===== src/rtl/shift_add_multiplier_pkg.sv =====
// Shared definitions for the shift-and-add multiplier: one-hot controller
// states, default operand width and the bit-counter width helper.
package shift_add_multiplier_pkg;

  localparam int DEFAULT_W = 8;

  typedef enum logic [4:0] {
    IDLE  = 5'b00001,
    TEST  = 5'b00010,
    ADD   = 5'b00100,
    SHIFT = 5'b01000,
    DONE  = 5'b10000
  } state_t;

  // The counter must hold 0..w-1 and still compare against w-1 cleanly.
  function automatic int count_width(input int w);
    return $clog2(w) + 1;
  endfunction

  localparam int DEFAULT_COUNT_W = count_width(DEFAULT_W);

endpackage


===== src/rtl/mul_control.sv =====
// One-hot controller for the shift-and-add multiplier: sequences the
// test/add/shift steps, counts processed bits and owns busy/stop.
module mul_control
  import shift_add_multiplier_pkg::*;
#(
  parameter int W = DEFAULT_W
) (
  input  logic clk,
  input  logic rst_n,
  input  logic start,
  input  logic q0,
  output logic load,
  output logic add,
  output logic shift,
  output logic busy,
  output logic stop
);

  localparam int              CW   = count_width(W);
  localparam logic [CW-1:0]   LAST = CW'(W - 1);

  state_t        state;
  logic [CW-1:0] count;

  // Load happens on the accepting edge itself, so it is decoded from the
  // current state and start rather than registered.
  assign load  = start && ((state == IDLE) || (state == DONE));
  assign add   = (state == ADD);
  assign shift = (state == SHIFT);

  // NOTE: every register in a clocked block uses <= so all flops update
  // from the same pre-edge values, regardless of statement order.
  always_ff @(posedge clk or negedge rst_n) begin
    if (!rst_n) begin
      state <= IDLE;
      count <= '0;
      busy  <= 1'b0;
      stop  <= 1'b0;
    end else begin
      case (state)
        IDLE, DONE: begin
          if (start) begin
            state <= TEST;
            count <= '0;
            busy  <= 1'b1;
            stop  <= 1'b0;
          end
        end
        TEST:  state <= q0 ? ADD : SHIFT;
        ADD:   state <= SHIFT;
        SHIFT: begin
          count <= count + 1'b1;
          if (count == LAST) begin
            state <= DONE;
            busy  <= 1'b0;
            stop  <= 1'b1;
          end else begin
            state <= TEST;
          end
        end
        default: begin
          state <= IDLE;
          busy  <= 1'b0;
          stop  <= 1'b0;
        end
      endcase
    end
  end

endmodule


===== src/rtl/shift_add_multiplier.sv =====
// Sequential unsigned shift-and-add multiplier with start/stop handshake.
// Datapath (A, Q, M, carry) lives here; sequencing lives in mul_control.
module shift_add_multiplier
  import shift_add_multiplier_pkg::*;
#(
  parameter int w = DEFAULT_W
) (
  input  logic           clk,
  input  logic           rst_n,
  input  logic           start,
  input  logic [w-1:0]   multiplicand,
  input  logic [w-1:0]   multiplier,
  output logic [2*w-1:0] product,
  output logic           busy,
  output logic           stop
);

  logic [w-1:0] a_reg;
  logic [w-1:0] q_reg;
  logic [w-1:0] m_reg;
  logic         c_reg;
  logic [w:0]   sum;
  logic         load;
  logic         add;
  logic         shift;

  mul_control #(.W(w)) u_control (
    .clk   (clk),
    .rst_n (rst_n),
    .start (start),
    .q0    (q_reg[0]),
    .load  (load),
    .add   (add),
    .shift (shift),
    .busy  (busy),
    .stop  (stop)
  );

  // Widened by one bit so the carry out of A+M is never lost.
  assign sum     = {1'b0, a_reg} + {1'b0, m_reg};
  assign product = {a_reg, q_reg};

  always_ff @(posedge clk or negedge rst_n) begin
    if (!rst_n) begin
      a_reg <= '0;
      q_reg <= '0;
      m_reg <= '0;
      c_reg <= 1'b0;
    end else if (load) begin
      a_reg <= '0;
      q_reg <= multiplier;
      m_reg <= multiplicand;
      c_reg <= 1'b0;
    end else if (add) begin
      {c_reg, a_reg} <= sum;
    end else if (shift) begin
      {c_reg, a_reg, q_reg} <= {1'b0, c_reg, a_reg, q_reg[w-1:1]};
    end
  end

endmodule


===== config.mk =====
export PLATFORM = sky130hd
export DESIGN_NAME = shift_add_multiplier
export DESIGN_NICKNAME = d
export VERILOG_FILES = /design/src/rtl/shift_add_multiplier_pkg.sv /design/src/rtl/mul_control.sv /design/src/rtl/shift_add_multiplier.sv
export SDC_FILE = /design/constraint.sdc
export NUM_CORES = 1
export LEC_CHECK = 0
export CAP_MARGIN = 10
export CORE_ASPECT_RATIO = 2
export CORE_MARGIN = 4
export CORE_UTILIZATION = 25
export CTS_BUF_LIST = sky130_fd_sc_hd__clkbuf_16
export DETAILED_ROUTE_END_ITERATION = 10
export GPL_TIMING_DRIVEN = 0
export PLACE_DENSITY = 0.46
export SLEW_MARGIN = 30
export SYNTH_ARGS = -nofsm -noshare
export SYNTH_HDL_FRONTEND = slang
export SYNTH_HIERARCHICAL = 1
export SYNTH_SLANG_ARGS = --single-unit

===== constraint.sdc =====
create_clock -name clk -period 3.4 [get_ports clk]
set_clock_uncertainty 0.15 [all_clocks]
set_input_delay 0.34 -clock clk [delete_from_list [all_inputs] [get_ports clk]]
set_output_delay 0.34 -clock clk [all_outputs]
set_load 0.02 [all_outputs]

==> flow_summary_export.csv, run 1 <==
group,metric,value,unit
logic_synthesis,synth_top_area_share,0.403,
critical_path,critPathKind,"register to register",
timing,layout_min_cycle_time,2560,ps
logic_synthesis,syn_inst,214,
timing,hold_violations,0,
pwr,pwr-share-seq,0.328,
clocking,cts-htree-levels,2,
clocking,ctsRootBufferMaster,"clkbuf_16",
final_layout,fin_util,0.336,
clocking,clk_pin_slew,60,ps
pwr,cellInternalPower,1.30,mW
timing,fin_setup_tns,0,ps
critical_path,reg2regPathDepth,6,
logic_synthesis,synth_warnings,6,
logic_synthesis,mappedNetlistArea,2170,um^2
logic_synthesis,syn-mean-instance-area,10.2,um^2
critical_path,path_cells,"nor2_1 -> and4b_2 -> clkbuf_1 -> buf_2 -> buf_2 -> mux2_1",
route,viasPerCell,4.94,
timing,fmax,391,MHz
clocking,clockBufferDepth,2,
route,first_pass_iters,4,
timing,setup_viol,0,
timing,drv_slew,0,
logic_synthesis,ys_top_cells_by_area,"dfrtp_1 (40%), ha_1 (5.2%), mux2i_1 (5.1%), nand2_1 (3.1%), mux2_1 (3.1%)",
clocking,cts_resized,0,
floorplan,ioPinCount,37,
worst_hold_path,hold_depth,1,
logic_synthesis,yosys_register_bits,36,
timing,rsz0062_at_grt,"no",
global_route,grt.overflow.total,0,
placement,gp_congestion,0.864,
critical_path,cp.required,3410,ps
run,cap_viol_max_count,0,
floorplan,core_area,8410,um^2
route,wl,5990,um
critical_path,arrival,2570,ps
final_layout,antenna_cells,0,
critical_path,worst-path-buf-inv,3,
timing,period_share,0.753,
final_layout,drive_above_1_share,0.127,
pwr,p_sw_frac,0.394,
global_route,grt_max_degree,23,
route,first_iter_violations,39,
placement,dp_hpwl,4590,um
critical_path,slowest_delay,470,ps
pwr,p_sw,0.845,mW
critical_path,crit_path_end_kind,"register",
logic_synthesis,ys.flop_type,"dfrtp_1",
route,routedWlPerCell,16.7,um
global_route,antenna_found_initial,0,
pwr,powerDensity,759,nW/um^2
global_route,grt_pass1_vias,1881,
floorplan,rows,47,
clocking,cts.sinks,36,
clocking,postCtsSetupBuffers,0,
final_layout,finalNetCount,288,
clocking,cts_tree,"yes",
worst_hold_path,hp-class,"register to register",
global_route,grt_usage,0.125,
outcome,status,"finished clean",
clocking,cts_buffers,5,
critical_path,worstSetupStartpointType,"register",
logic_synthesis,ys_types,59,
critical_path,critical-path-top-delay-family,"buffers and inverters",
timing,worst_slew_pin_slew,581,ps
pwr,vdd_drop_max,332,uV
critical_path,slowest_stage,"dfrtp_1",
route,route.detailed.drc,0,
critical_path,crit_top_cell,"buf_2",
pwr,p_leak,1.23,nW
floorplan,die_h,140,um
clocking,hold_buffers,1,
final_layout,syn2layout_area_growth,30.1,%
logic_synthesis,yosys.area.top_type,"dfrtp_1",
route,drtAntennaViolNets,0,
pwr,clockPowerShare,0.208,
pwr,combPwrFrac,0.464,
clocking,clock_latency,280,ps
logic_synthesis,synthTopCellsByCount,"dfrtp_1 (35), nand2_1 (18), nor2_1 (14), mux2i_1 (11)",
final_layout,regArea,902,um^2
global_route,grt_first_pass_wirelength,9690,um
floorplan,die_w,74.0,um
placement,port_buffers,36,
floorplan,start_util,0.259,
logic_synthesis,synth_most_common_cell,"dfrtp_1",
critical_path,crit_fanout,10,
final_layout,multi_input_area,1170,um^2
logic_synthesis,synth_seq_area_share,0.415,
floorplan,dieArea,10300,um^2
logic_synthesis,synth_edf_count,0,
critical_path,cp_num_cells,6,
logic_synthesis,async_reset_ff_frac,1.00,
route,vias,1770,
logic_synthesis,syn-num-nets,243,
timing,maxSlewHeadroom,0.612,
final_layout,fillers,869,
[cell families after synthesis]
kind of cell               Yosys count  synth area share
AOI/OAI and AO/OA                   58             0.191
and+or+nand+nor                     68             0.185
DFF                                 36             0.415
buffers and inverters               20            0.0449
muxes                               18            0.0869
adders and majority gates           10            0.0610
xor gates and xnor gates             4            0.0161
[metrics by stage]
stage / worst slack, ps / hold slack (ps) / instance area, um^2 / std cells / power (mW)
6_report: 841 / 342 / 2830 / 358 / 2.15
5_1_grt: 645 / 363 / 2830 / 358 / 2.30
4_1_cts: 793 / 345 / 2830 / 358 / 2.19
3_5_place_dp: 709 / 151 / 2680 / 349 / 1.73
3_3_place_gp: 708 / 321 / 2660 / 348 / 1.70
2_1_floorplan: 1300 / -106 / 2170 / 214 / 1.35
[path summary, 6_finish.rpt]
check                           slack (ps)          startpoint            endpoint
min in group asynchronous              380               rst_n            m_reg[4]
worst min register to register         340            m_reg[3]            m_reg[3]
worst min-delay path                   340            m_reg[3]            m_reg[3]
max in group asynchronous             2190               rst_n  u_control/state[0]
worst max-delay path                   840  u_control/state[2]            m_reg[2]
worst max register to register         840  u_control/state[2]            m_reg[2]
[power by group through the flow]
| stage | clock network (mW) | logic [mW] | registers [mW] |
|---|---|---|---|
| after floorplan | 0 | 0.593 | 0.762 |
| after global placement | 0 | 0.990 | 0.714 |
| after detailed placement | 0 | 1.01 | 0.718 |
| after CTS | 0.463 | 1.02 | 0.712 |
| after global routing | 0.474 | 1.10 | 0.727 |
| final | 0.446 | 0.996 | 0.705 |
[cell usage in the layout, fill, tap and decap left out, types with 3 or more instances in the layout]
master	netlist	layout
o21ai_0	7	7
nor2b_1	8	8
xor2_1	3	3
mux2i_1	11	11
o21ai_1	9	9
a21oi_1	7	7
buf_2	6	7
nor2_1	14	14
a21o_1	3	3
inv_1	7	7
mux2_1	6	6
dfrtp_1	35	35
ha_1	9	9
o21a_1	5	5
nor3_1	4	4
nand2_1	18	18
a211oi_1	8	8
clkbuf_1	3	3
clkdlybuf4s50_1	0	35
nand3_1	3	3
clkbuf_16	0	5
[final cells by class]
type	count	share of cell area
multi-input cells	158	0.415
flip-flops and latches	36	0.319
repair buffers	38	0.139
clock buffers	5	0.0442
well taps	98	0.0433
plain buffers	13	0.0252
inverters	7	0.00929
clock inverters	3	0.00487
[routing by layer]
metal,share of wire,wire length [um],track usage
met1,0.35,2070,0.121
met3,0.021,123,0.0151
met2,0.61,3660,0.247
met4,0.021,127,0.0544
met5,0,0,0
Power figures use the tool's default switching activity.
==> inputs of run 2 (changes only) <==
Clock period 3.4 ns to 2.66 ns, I/O delays scaled along.
==> run 2 against run 1 <==
  * Worst hold slack got worse by 39 ps
  * Critical path depth unchanged
  * Clock power up 27%
  * Global-route usage did not move
  * Design area rose by 0.18%
  * Register-to-register slack got worse by 660 ps
  * Count of clock-buffer cells in the layout is the same
  * Sequential cell count is the same
  * Total power rose by 28%
==> flow_summary_export.csv, run 2 (synthesized netlist as in run 1, its figures left out) <==
group,metric,value,unit
outcome,status,"finished clean",
timing,setup_ws,184,ps
placement,port_buffers,36,
final_layout,fin_util,0.337,
clocking,postCtsSetupBuffers,0,
final_layout,layout_common_cells,"dfrtp_1 (35), clkdlybuf4s50_1 (35), nand2_1 (18), nor2_1 (13), mux2i_1 (11)",
pwr,finalPower,2.75,mW
clocking,ctsRootBufferMaster,"clkbuf_16",
clocking,cts.sinks,36,
clocking,clock_latency,280,ps
run,cap_viol_max_count,0,
critical_path,timing.rr.end,"m_reg[2]",
critical_path,crit_fanout,10,
floorplan,rows,47,
route,viasPerCell,4.95,
timing,fmax,404,MHz
critical_path,cp.required,2670,ps
critical_path,crit_start,"u_control/state[0]",
global_route,grt_pass1_vias,1881,
floorplan,die_h,140,um
placement,gp_congestion,0.864,
floorplan,core_area,8410,um^2
worst_hold_path,hp-class,"primary input to async pin",
global_route,grt.overflow.total,0,
critical_path,reg2regPathDepth,6,
final_layout,antenna_cells,0,
floorplan,start_util,0.259,
critical_path,crit_path_end_kind,"register",
clocking,clockBufferDepth,2,
global_route,grt_usage,0.125,
clocking,cts_tree,"yes",
route,routedWlPerCell,16.8,um
timing,rsz0062_at_grt,"no",
timing,period_share,0.931,
clocking,cts_buffers,5,
critical_path,arrival,2490,ps
final_layout,finalNetCount,288,
placement,placed_cells,349,
pwr,p_leak,1.23,nW
global_route,grt_first_pass_wirelength,9690,um
timing,setup_viol,0,
timing,fin_setup_tns,0,ps
critical_path,r2r_start,"u_control/state[0]",
critical_path,rrSetupSlack,180,ps
final_layout,fin_cells,358,
clocking,cts-htree-levels,2,
critical_path,worstSetupStartpointType,"register",
pwr,vdd_drop_max,423,uV
floorplan,die_w,74.0,um
final_layout,syn2layout_area_growth,30.3,%
route,first_iter_violations,39,
timing,maxSlewHeadroom,0.617,
route,wl,6000,um
route,drtAntennaViolNets,0,
critical_path,critPathKind,"register to register",
final_layout,drive_above_1_share,0.138,
global_route,grt_max_degree,23,
floorplan,ioPinCount,37,
timing,worst_slew_pin_slew,575,ps
global_route,antenna_found_initial,0,
route,first_pass_iters,4,
timing,layout_min_cycle_time,2480,ps
timing,drv_slew,0,
placement,dp_slack,43.1,ps
placement,dp_hpwl,4590,um
timing,hold_violations,0,
floorplan,dieArea,10300,um^2
pwr,powerDensity,969,nW/um^2
clocking,clk_pin_slew,60,ps
route,vias,1772,
critical_path,setup.worst_path.end,"m_reg[2]",
route,route.detailed.drc,0,
run 2: worst max-delay path, stage by stage (launching register included):
cell	delay, ps
dfstp_2	610
xor2_1	150
and4b_2	230
clkbuf_1	240
buf_2	280
buf_2	350
mux2_1	350
run 2: power breakdown:
group | internal [mW] | switching, mW
Combinational | 0.586 | 0.689
Clock | 0.340 | 0.228
Sequential | 0.739 | 0.164
run 2: routing by layer:
| layer | global-route usage | vias to the layer above | share of wire |
|---|---|---|---|
| met5 | 0 | - | 0 |
| met1 | 0.121 | 871 | 0.35 |
| met3 | 0.0151 | 6 | 0.020 |
| met2 | 0.247 | 22 | 0.61 |
| met4 | 0.0544 | 0 | 0.021 |
| li1 | - | 873 | - |
run 2: worst min-delay path by stage:
| stage | end | slack [ps] | cells past startpoint |
|---|---|---|---|
| final | m_reg[4] | 300 | 2 |
| after global routing | m_reg[4] | 360 | 2 |
| after CTS | m_reg[4] | 320 | 2 |
| after detailed placement | m_reg[4] | 80 | 1 |
| after global placement | m_reg[2] | 320 | 1 |
| after floorplan | a_reg[0] | -180 | 0 |
run 2: area by class of cell:
type / count / area [um^2]
Fill cell: 869 / 5580
Multi-Input combinational cell: 158 / 1180
Sequential cell: 36 / 902
Timing Repair Buffer: 38 / 393
Clock buffer: 5 / 125
Tap cell: 98 / 123
Buffer: 13 / 73.8
Inverter: 7 / 26.3
Clock inverter: 3 / 13.8
run 2: what timing repair did:
item | CTS | global route
endpoints found under the setup margin | 0 | 15
resized for setup | 0 | 5
hold buffers | 1 | 0
hold endpoints to repair | 14 | 0
run 2: per-stage QoR:
step           hold slack, ps  area (um^2)
6_report                  302         2830
5_1_grt                   360         2830
4_1_cts                   319         2830
3_5_place_dp             76.9         2680
3_3_place_gp              321         2660
2_1_floorplan            -180         2170
==> inputs of run 3 (changes only) <==
Settings changed: MAX_ROUTING_LAYER set to met4.
Clock period 2.66 ns to 2.65 ns, I/O delays scaled along.
==> run 3 against run 2 <==
  * Worst setup slack worse by 9.2 ps
  * Non-clock buffer count is the same
  * Count of clock-buffer cells in the layout is the same
  * Combinational power barely moved
  * Routed wire length is essentially flat
  * Register-to-register slack is essentially flat
  * Critical endpoint unchanged
==> flow_summary_export.csv, run 3 (synthesized netlist as in run 1, its figures left out) <==
group,metric,value,unit
pwr,p_sw,1.08,mW
outcome,status,"finished clean",
timing,fin_setup_tns,0,ps
timing,fmax,404,MHz
timing,maxSlewHeadroom,0.616,
pwr,combPwrFrac,0.464,
placement,gp_congestion,0.878,
timing,drv_slew,0,
timing,holdWs,302,ps
clocking,clockBufferDepth,2,
route,viasPerCell,4.95,
critical_path,path_cells,"xor2_1 -> and4b_2 -> clkbuf_1 -> buf_2 -> buf_2 -> mux2_1",
pwr,vdd_drop_max,425,uV
final_layout,drive_above_1_share,0.138,
clocking,clk_pin_slew,60,ps
final_layout,fillers,869,
timing,worst_slew_pin_slew,576,ps
clocking,cts.sinks,36,
worst_hold_path,hp-class,"primary input to async pin",
critical_path,critical-path-top-delay-family,"buffers and inverters",
final_layout,fin_cells,358,
critical_path,arrival,2490,ps
pwr,p_sw_frac,0.394,
critical_path,crit_path_end_kind,"register",
global_route,grt.overflow.total,0,
clocking,cts_tree,"yes",
floorplan,core_area,8410,um^2
timing,setup_viol,0,
global_route,grt_pass1_vias,1879,
placement,port_buffers,36,
final_layout,fin_util,0.337,
route,routedWlPerCell,16.8,um
floorplan,die_w,74.0,um
global_route,antenna_found_initial,0,
clocking,cts-htree-levels,2,
clocking,ctsRootBufferMaster,"clkbuf_16",
pwr,pwr-share-seq,0.329,
global_route,grt_usage,0.129,
clocking,postCtsSetupBuffers,0,
run,cap_viol_max_count,0,
floorplan,die_h,140,um
critical_path,crit_fanout,10,
route,first_pass_iters,4,
route,drtAntennaViolNets,0,
route,route.detailed.drc,0,
timing,period_share,0.934,
clocking,clock_latency,280,ps
route,wl,6010,um
timing,rsz0062_at_grt,"no",
floorplan,ioPinCount,37,
critical_path,worst-path-buf-inv,3,
route,vias,1771,
route,first_iter_violations,39,
floorplan,rows,47,
final_layout,syn2layout_area_growth,30.3,%
pwr,cellInternalPower,1.67,mW
final_layout,antenna_cells,0,
timing,hold_violations,0,
placement,placed_cells,349,
pwr,powerDensity,973,nW/um^2
floorplan,start_util,0.259,
critical_path,slowest_stage,"dfstp_2",
critical_path,crit_top_cell,"buf_2",
floorplan,dieArea,10300,um^2
critical_path,critPathKind,"register to register",
critical_path,cp.required,2660,ps
final_layout,finalNetCount,288,
global_route,grt_max_degree,23,
pwr,finalPower,2.76,mW
critical_path,worstSetupStartpointType,"register",
clocking,cts_buffers,5,
critical_path,slowest_delay,610,ps
final_layout,layout_common_cells,"dfrtp_1 (35), clkdlybuf4s50_1 (35), nand2_1 (18), nor2_1 (13), mux2i_1 (11)",
pwr,clockPowerShare,0.207,
placement,dp_hpwl,4590,um
global_route,grt_first_pass_wirelength,9700,um
pwr,p_leak,1.23,nW
timing,layout_min_cycle_time,2470,ps
[run 3: metrics by stage]
step	area [um^2]	setup slack [ps]
floorplan	2170	551
global route	2830	17.0
detailed placement	2680	34.1
global placement	2660	33.0
CTS	2830	42.9
finish	2830	175
[run 3: layout make-up]
cell class / instances / area [um^2] / area share
Multi-Input combinational cell: 158 / 1180 / 0.415
Tap cell: 98 / 123 / 0.0433
Sequential cell: 36 / 902 / 0.318
Clock buffer: 5 / 125 / 0.0442
Clock inverter: 3 / 13.8 / 0.00486
Timing Repair Buffer: 38 / 393 / 0.139
Inverter: 7 / 26.3 / 0.00927
Buffer: 13 / 73.8 / 0.0260
[run 3: worst reg2reg max path: stages (launching register included)]
cell and delay, ps:
dfstp_2 610, xor2_1 150, and4b_2 230, clkbuf_1 240
buf_2 280, buf_2 350, mux2_1 360
[run 3: what timing repair did]
action                                  in CTS  in global routing
endpoints found under the setup margin       0                 17
endpoints found under the hold margin       14                  0
hold buffers                                 1                  0
resized for setup                            0                  5
[run 3: power by group through the flow]
stage	Sequential, mW	Combinational [mW]	Clock (mW)
after global routing	0.935	1.41	0.608
after detailed placement	0.921	1.30	0
after CTS	0.913	1.30	0.594
after floorplan	0.977	0.761	0
final	0.907	1.28	0.570
after global placement	0.916	1.27	0
[run 3: worst paths after layout]
path | startpoint | end | slack (ps) | cells after the start
hold / removal | rst_n | m_reg[4] | 300 | 2
setup reg to reg | u_control/state[0] | m_reg[2] | 180 | 6
min in group clk | m_reg[3] | m_reg[3] | 340 | 1
max in group asynchronous | rst_n | u_control/state[0] | 1520 | 3
setup / recovery | u_control/state[0] | m_reg[2] | 180 | 6
hold reg to reg | m_reg[3] | m_reg[3] | 340 | 1
[run 3: routing by layer]
layer / up-vias / track usage / part of all wire
met3: 6 / 0.0151 / 0.020
met4: 0 / 0.0544 / 0.021
met2: 22 / 0.247 / 0.61
li1: 872 / - / -
met5: - / - / 0
met1: 871 / 0.121 / 0.35
